<file path="src/rtl/alu_pkg.sv">
// alu_pkg: shared opcodes, FSM state encoding and flag bundle for alu_seq.
// Imported by alu_seq; no ports.
package alu_pkg;

    localparam logic [4:0] OP_ADD = 5'b00000;
    localparam logic [4:0] OP_SUB = 5'b00001;
    localparam logic [4:0] OP_AND = 5'b00010;
    localparam logic [4:0] OP_OR  = 5'b00011;
    localparam logic [4:0] OP_SLL = 5'b00100;
    localparam logic [4:0] OP_SRA = 5'b00101;
    localparam logic [4:0] OP_MUL = 5'b00110;
    localparam logic [4:0] OP_DIV = 5'b00111;

    typedef logic [1:0] state_t;
    localparam state_t ST_IDLE = 2'd0;
    localparam state_t ST_MUL  = 2'd1;
    localparam state_t ST_DIV  = 2'd2;
    localparam state_t ST_HOLD = 2'd3;

    typedef struct packed {
        logic not_equal;
        logic less_than;
        logic overflow;
        logic div_by_zero;
        logic illegal_op;
    } flags_t;

endpackage

</file>
<file path="src/rtl/muldiv_iter.sv">
// muldiv_iter: radix-2 signed multiply / restoring divide, one bit per cycle.
// Ports: clock, reset_n (async, low), start/is_div/op_a/op_b in; done
// (1-cycle pulse on the last iteration), result, overflow out.
module muldiv_iter #(
    parameter int WIDTH = 32
) (
    input  logic             clock,
    input  logic             reset_n,
    input  logic             start,
    input  logic             is_div,
    input  logic [WIDTH-1:0] op_a,
    input  logic [WIDTH-1:0] op_b,
    output logic             done,
    output logic [WIDTH-1:0] result,
    output logic             overflow
);

    localparam int CW = $clog2(WIDTH) + 1;

    logic               busy;
    logic               div_q;
    logic               neg;
    logic [CW-1:0]      cnt;
    logic [WIDTH-1:0]   acc;
    logic [2*WIDTH-1:0] sr;
    logic [2*WIDTH-1:0] sr_nxt;
    logic [2*WIDTH-1:0] prod;
    logic [WIDTH-1:0]   quot;
    logic [WIDTH-1:0]   mag_a;
    logic [WIDTH-1:0]   mag_b;
    logic [WIDTH:0]     mul_sum;
    logic [WIDTH:0]     div_diff;

    // -MIN wraps to MIN, which read unsigned is the correct magnitude
    assign mag_a = op_a[WIDTH-1] ? -op_a : op_a;
    assign mag_b = op_b[WIDTH-1] ? -op_b : op_b;

    // MUL: sr = {partial, multiplier}, acc = multiplicand.
    // DIV: sr = {remainder, dividend/quotient}, acc = divisor.
    always_comb begin
        mul_sum  = {1'b0, sr[2*WIDTH-1:WIDTH]}
                 + (sr[0] ? {1'b0, acc} : '0);
        div_diff = sr[2*WIDTH-1:WIDTH-1] - {1'b0, acc};
        if (div_q) begin
            if (!div_diff[WIDTH]) begin
                sr_nxt = {div_diff[WIDTH-1:0], sr[WIDTH-2:0], 1'b1};
            end else begin
                sr_nxt = {sr[2*WIDTH-2:0], 1'b0};
            end
        end else begin
            sr_nxt = {mul_sum, sr[WIDTH-1:1]};
        end
    end

    // Sign fixup works off sr_nxt so the result is ready on the last step
    always_comb begin
        prod = neg ? -sr_nxt : sr_nxt;
        quot = neg ? -sr_nxt[WIDTH-1:0] : sr_nxt[WIDTH-1:0];
        if (div_q) begin
            result   = quot;
            // only MIN/-1 yields a positive quotient of magnitude 2^(W-1)
            overflow = !neg && quot[WIDTH-1];
        end else begin
            result   = prod[WIDTH-1:0];
            overflow = prod[2*WIDTH-1:WIDTH-1]
                    != {(WIDTH+1){prod[WIDTH-1]}};
        end
    end

    assign done = busy && (cnt == CW'(1));

    always_ff @(posedge clock or negedge reset_n) begin
        if (!reset_n) begin
            busy  <= 1'b0;
            div_q <= 1'b0;
            neg   <= 1'b0;
            cnt   <= '0;
            acc   <= '0;
            sr    <= '0;
        end else if (start) begin
            busy  <= 1'b1;
            div_q <= is_div;
            neg   <= op_a[WIDTH-1] ^ op_b[WIDTH-1];
            cnt   <= CW'(WIDTH);
            acc   <= is_div ? mag_b : mag_a;
            sr    <= {{WIDTH{1'b0}}, (is_div ? mag_a : mag_b)};
        end else if (busy) begin
            sr  <= sr_nxt;
            cnt <= cnt - 1'b1;
            if (cnt == CW'(1)) begin
                busy <= 1'b0;
            end
        end
    end

endmodule

</file>
<file path="src/rtl/alu_seq.sv">
// alu_seq: registered ALU with valid/ready on both sides; ADD/SUB/AND/OR/
// SLL/SRA in one cycle, iterative MUL/DIV when ALU_MULDIV_EN is defined.
// Ports: clock, reset_n; in_valid/in_ready, ctrl_ALUopcode, ctrl_shiftamt,
// data_operandA/B in; out_valid/out_ready, data_result and the flags out.
module alu_seq
    import alu_pkg::*;
#(
    parameter  int WIDTH = 32,
    localparam int SHW   = $clog2(WIDTH)
) (
    input  logic             clock,
    input  logic             reset_n,
    input  logic             in_valid,
    output logic             in_ready,
    input  logic [4:0]       ctrl_ALUopcode,
    input  logic [SHW-1:0]   ctrl_shiftamt,
    input  logic [WIDTH-1:0] data_operandA,
    input  logic [WIDTH-1:0] data_operandB,
    output logic             out_valid,
    input  logic             out_ready,
    output logic [WIDTH-1:0] data_result,
    output logic             isNotEqual,
    output logic             isLessThan,
    output logic             overflow,
    output logic             div_by_zero,
    output logic             illegal_op
);

    logic [1:0]       rst_sync;
    logic             rst_n;
    state_t           state;
    logic             accept;
    logic [WIDTH-1:0] sum;
    logic [WIDTH-1:0] diff;
    logic             sub_ovf;
    logic [WIDTH-1:0] alu_res;
    flags_t           alu_flg;
    logic [WIDTH-1:0] res_q;
    flags_t           flg_q;

    // Reset asserts asynchronously, releases on a clock edge
    always_ff @(posedge clock or negedge reset_n) begin
        if (!reset_n) begin
            rst_sync <= '0;
        end else begin
            rst_sync <= {rst_sync[0], 1'b1};
        end
    end
    assign rst_n = rst_sync[1];

    assign in_ready = rst_n && ((state == ST_IDLE)
                   || (state == ST_HOLD && out_ready));
    assign accept   = in_valid && in_ready;

    always_comb begin
        alu_res = '0;
        alu_flg = '0;
        sum     = data_operandA + data_operandB;
        diff    = data_operandA - data_operandB;
        sub_ovf = (data_operandA[WIDTH-1] != data_operandB[WIDTH-1])
               && (diff[WIDTH-1] != data_operandA[WIDTH-1]);
        case (ctrl_ALUopcode)
            OP_ADD: begin
                alu_res = sum;
                alu_flg.overflow =
                    (data_operandA[WIDTH-1] == data_operandB[WIDTH-1])
                    && (sum[WIDTH-1] != data_operandA[WIDTH-1]);
            end
            OP_SUB: begin
                alu_res = diff;
                alu_flg.overflow  = sub_ovf;
                // sign of the wrapped difference flips under overflow
                alu_flg.less_than = diff[WIDTH-1] ^ sub_ovf;
                alu_flg.not_equal = |(data_operandA ^ data_operandB);
            end
            OP_AND: alu_res = data_operandA & data_operandB;
            OP_OR:  alu_res = data_operandA | data_operandB;
            OP_SLL: alu_res = data_operandA << ctrl_shiftamt;
            OP_SRA: alu_res = $signed(data_operandA) >>> ctrl_shiftamt;
`ifdef ALU_MULDIV_EN
            OP_MUL: alu_res = '0;
            // only reaches the registers when B == 0
            OP_DIV: alu_flg.div_by_zero = 1'b1;
`endif
            default: alu_flg.illegal_op = 1'b1;
        endcase
    end

`ifdef ALU_MULDIV_EN
    logic             go_mul;
    logic             go_div;
    logic             md_done;
    logic             md_ovf;
    logic [WIDTH-1:0] md_res;
    flags_t           md_flg;

    assign go_mul = accept && (ctrl_ALUopcode == OP_MUL);
    assign go_div = accept && (ctrl_ALUopcode == OP_DIV)
                 && (|data_operandB);

    muldiv_iter #(.WIDTH(WIDTH)) u_muldiv (
        .clock    (clock),
        .reset_n  (rst_n),
        .start    (go_mul || go_div),
        .is_div   (go_div),
        .op_a     (data_operandA),
        .op_b     (data_operandB),
        .done     (md_done),
        .result   (md_res),
        .overflow (md_ovf)
    );

    always_comb begin
        md_flg          = '0;
        md_flg.overflow = md_ovf;
    end
`endif

    always_ff @(posedge clock or negedge rst_n) begin
        if (!rst_n) begin
            state <= ST_IDLE;
            res_q <= '0;
            flg_q <= '0;
        end else if (accept) begin
`ifdef ALU_MULDIV_EN
            if (go_mul) begin
                state <= ST_MUL;
            end else if (go_div) begin
                state <= ST_DIV;
            end else begin
                state <= ST_HOLD;
                res_q <= alu_res;
                flg_q <= alu_flg;
            end
`else
            state <= ST_HOLD;
            res_q <= alu_res;
            flg_q <= alu_flg;
`endif
        end else begin
            case (state)
                ST_HOLD: begin
                    if (out_ready) begin
                        state <= ST_IDLE;
                    end
                end
`ifdef ALU_MULDIV_EN
                ST_MUL, ST_DIV: begin
                    if (md_done) begin
                        state <= ST_HOLD;
                        res_q <= md_res;
                        flg_q <= md_flg;
                    end
                end
`endif
                default: ;
            endcase
        end
    end

    assign out_valid   = (state == ST_HOLD);
    assign data_result = res_q;
    assign isNotEqual  = flg_q.not_equal;
    assign isLessThan  = flg_q.less_than;
    assign overflow    = flg_q.overflow;
    assign div_by_zero = flg_q.div_by_zero;
    assign illegal_op  = flg_q.illegal_op;

endmodule

</file>
<file path="config.mk">
export PLATFORM = sky130hd
export DESIGN_NAME = alu_seq
export DESIGN_NICKNAME = d
export VERILOG_FILES = /design/src/rtl/alu_pkg.sv /design/src/rtl/muldiv_iter.sv /design/src/rtl/alu_seq.sv
export SDC_FILE = /design/constraint.sdc
export NUM_CORES = 1
export LEC_CHECK = 0
export CORE_UTILIZATION = 50
export DETAILED_ROUTE_END_ITERATION = 16
export DONT_BUFFER_PORTS = 1
export GPL_ROUTABILITY_DRIVEN = 1
export RECOVER_POWER = 25
export SKIP_LAST_GASP = 1
export SLEW_MARGIN = 10
export SYNTH_ARGS = -nofsm -noshare
export SYNTH_HDL_FRONTEND = slang
export SYNTH_SLANG_ARGS = --single-unit
</file>
<file path="constraint.sdc">
create_clock -name clock -period 4.06 [get_ports clock]
set_clock_uncertainty 0.15 [all_clocks]
set_input_delay 0.609 -clock clock [delete_from_list [all_inputs] [get_ports clock]]
set_output_delay 0.609 -clock clock [all_outputs]
set_load 0.01 [all_outputs]
</file>
==> flow_metrics.env <==
export IMPL_status="complete, but fails checks"
export IMPL_violations="max-capacitance violations, max-slew violations"
export IMPL_finalCritPeriodShare=0.988
export IMPL_yosys_warnings=0
export IMPL_antenna_left=0
export IMPL_grt_usage=0.379
export IMPL_ys_types=84
export IMPL_relSlewSlack=-0.272
export IMPL_core_rowCount=50
export IMPL_drc=0
export IMPL_hold_path_class="flop to flop"
export IMPL_synthCells=1345
export IMPL_dp_hpwl_um=31300
export IMPL_start_util=0.517
export IMPL_die_w_um=142
export IMPL_grt_pass1_vias=9472
export IMPL_syn2layout_area_growth_pct=6.99
export IMPL_crit_buf_inv=3
export IMPL_min_period_ns=4.01
export IMPL_grt_antenna_before_repair=2
export IMPL_root_buffer="clkbuf_16"
export IMPL_grt_pass1_wl_um=57400
export IMPL_viasPerCell=6.52
export IMPL_end_kind="flop"
export IMPL_finalSetupViolCount=0
export IMPL_cts_htree_levels=2
export IMPL_io_pin_count=117
export IMPL_drt_total_wl_um=38700
export IMPL_p_per_area_nw_per_um2=195
export IMPL_first_pass_iters=5
export IMPL_wl_per_cell_um=24.3
export IMPL_synth_area_per_cell_um2=7.28
export IMPL_worst_path_max_fanout=8
export IMPL_critPathMaxStageDelay_ns=0.43
export IMPL_synth_seq_cells=39
export IMPL_path_cells="inv_2, ha_4, inv_2, a221o_1, o311ai_4, o211ai_1, buf_4, a211oi_4, nor2_1, a31oi_1, o21bai_1, a21oi_2, fa_1, o22ai_2, nor2_1, o22ai_1, a21oi_1, o211ai_1, a22oi_1, o311ai_1"
export IMPL_cp_start_kind="input pin"
export IMPL_crit_family="compound AO/OA/AOI/OAI gates"
export IMPL_cts_tree="done"
export IMPL_gr_total_overflow=0
export IMPL_vias=10400
export IMPL_hold_violations=0
export IMPL_crit_type="input pin to flop"
export IMPL_final_layout_size_suffix_gt1_frac=0.128
export IMPL_required_ns=4.09
export IMPL_numCtsBuffers=5
export IMPL_clk_pin_slew_worst_paths_ns=0.06
export IMPL_power_leakage_nw=4.62
export IMPL_drv_slew=38
export IMPL_synth_fp_nets=1535
export IMPL_synth_edff_count=0
export IMPL_final_common_cell="nor2_1"
export IMPL_fp_dieH_um=142
export IMPL_vdd_drop_max_mv=0.139
export IMPL_n_fill_cell=1925
export IMPL_async_reset_ff_frac=1.00
export IMPL_synth_main_ff_cell="dfrtp_1"
export IMPL_grt_max_degree=104
export IMPL_clock_latency_ns=0.29
export IMPL_fmax_mhz=249
export IMPL_netlist_area_um2=9800
export IMPL_final_nets=1521
export IMPL_fin_cells=1594
export IMPL_seq_area_frac_synth=0.0996
export IMPL_cp_data_arrival_time_ns=4.04
export IMPL_drv_cap=1
export IMPL_crit_slowest_cell="fa_1"
export IMPL_die_area_um2=20200
export IMPL_rsz0062_at_grt="true"
export IMPL_gp_congestion=0.998
export IMPL_worstMarginPinSlew_ns=1.91
export IMPL_cts_sinks=39
export IMPL_post_place_cells=1582
export IMPL_cts_path_max_buffers=2
export IMPL_final_cell_mix="nor2_1 (130), nand2_1 (122), a21oi_1 (121), o21ai_0 (107), ha_1 (104)"
export IMPL_core_area_um2=19000
export IMPL_port_buffers=0
export IMPL_drt_iter0_drc=1025
export IMPL_power_mw=2.04
export IMPL_setup_tns_ns=0
## power breakdown
group	total [mW]	leakage [nW]	switching, mW	internal, mW
clock	0.443	0.0838	0.154	0.289
combinational	1.18	4.01	0.706	0.478
sequential	0.416	0.532	0.0142	0.401
## worst register-to-register path, cell delays in order (launching register included)
cell and delay (ns):
dfrtp_1 0.41, nand2b_1 0.10, and2_1 0.19, nand2_1 0.13, a2111oi_4 0.27, buf_4 0.29, nand2_1 0.47, nor2_1 0.42
a31oi_1 0.17, o311ai_1 0.11
## registers in the layout (all words and copies together), names as in the netlist
| register | cells |
|---|---|
| rst_sync | 2 |
| isLessThan | 1 |
| illegal_op | 1 |
| state | 1 |
| isNotEqual | 1 |
| data_result | 32 |
| overflow | 1 |
## logic make-up (layout without fill, tap and decap cells)
group / count (synthesis) / after routing / synth area share
multiplexers: 130 / 130 / 0.158
XOR/XNOR: 30 / 30 / 0.0268
AND/OR/NAND/NOR: 365 / 365 / 0.166
other: 2 / 4 / 0.000767
buffers and inverters: 199 / 186 / 0.0920
AO/OA/AOI/OAI: 468 / 468 / 0.312
adder cells (fa/ha/maj): 112 / 112 / 0.145
flip-flops: 39 / 39 / 0.0996
## layer usage
metal  wire [um]  part of all wire  vias up  track usage
met3        3780             0.098       90       0.0690
met2       16900              0.44      537        0.602
met5           0                 0        -            0
met1       16600              0.43     4908        0.511
li1            -                 -     4856            -
met4        1420             0.037        0        0.138
## stage by stage
stage | worst slack, ns | utilization | area, um^2 | hold slack [ns]
final | 0.0496 | 0.553 | 10500 | 0.203
after global routing | -0.119 | 0.553 | 10500 | 0.209
after CTS | 0.00354 | 0.547 | 10400 | 0.201
after detailed placement | -0.421 | 0.537 | 10200 | 0.163
after global placement | -0.317 | 0.537 | 10200 | 0.163
after floorplan | 0.0161 | - | 9800 | 0.163
## Yosys cell counts, types with 14 or more instances
cell / number / share of area
a211oi_1: 35 / 0.027
mux2_2: 23 / 0.026
o211ai_1: 23 / 0.018
mux2i_1: 89 / 0.091
mux4_2: 17 / 0.039
o21ai_0: 107 / 0.055
inv_1: 95 / 0.036
nand2b_1: 18 / 0.011
nand3_1: 20 / 0.010
nor2_1: 131 / 0.050
nand2_1: 122 / 0.047
buf_2: 18 / 0.0092
buf_1: 17 / 0.0065
o21ai_1: 19 / 0.0097
a21oi_1: 122 / 0.062
dfrtp_1: 39 / 0.10
a31oi_1: 15 / 0.0096
clkbuf_1: 46 / 0.018
a221oi_1: 14 / 0.013
nor3_1: 29 / 0.015
ha_1: 109 / 0.14
xnor2_1: 25 / 0.022
## final timing paths
check,startpoint,to,slack (ns),cells after the start
worst min-delay path,rst_sync[0],rst_sync[1],0.20,0
worst min register to register,rst_sync[0],rst_sync[1],0.20,0
worst max-delay path,data_operandA[4],data_result[31],0.05,20
min in group asynchronous,reset_n,rst_sync[1],0.39,1
worst max register to register,state[0],data_result[31],1.24,9
max in group asynchronous,rst_sync[1],data_result[8],1.90,1
## layout make-up
class                           instances  area [um^2]  area share
Multi-Input combinational cell       1107         8030       0.766
Sequential cell                        39          976      0.0931
Timing Repair Buffer                   80          603      0.0575
Inverter                               98          374      0.0357
Tap cell                              260          325      0.0310
Clock buffer                            5          125      0.0119
Clock inverter                          3         43.8     0.00418
Antenna cell                            2         5.00    0.000478
## repair_timing
item	CTS	global route
hold buffers	1	0
gates resized for setup	1	23
setup buffers	1	0
pin swaps	2	19
setup endpoints to repair	1	2
hold endpoints to repair	2	0
Note: power is estimated with default switching activity, not from simulation.
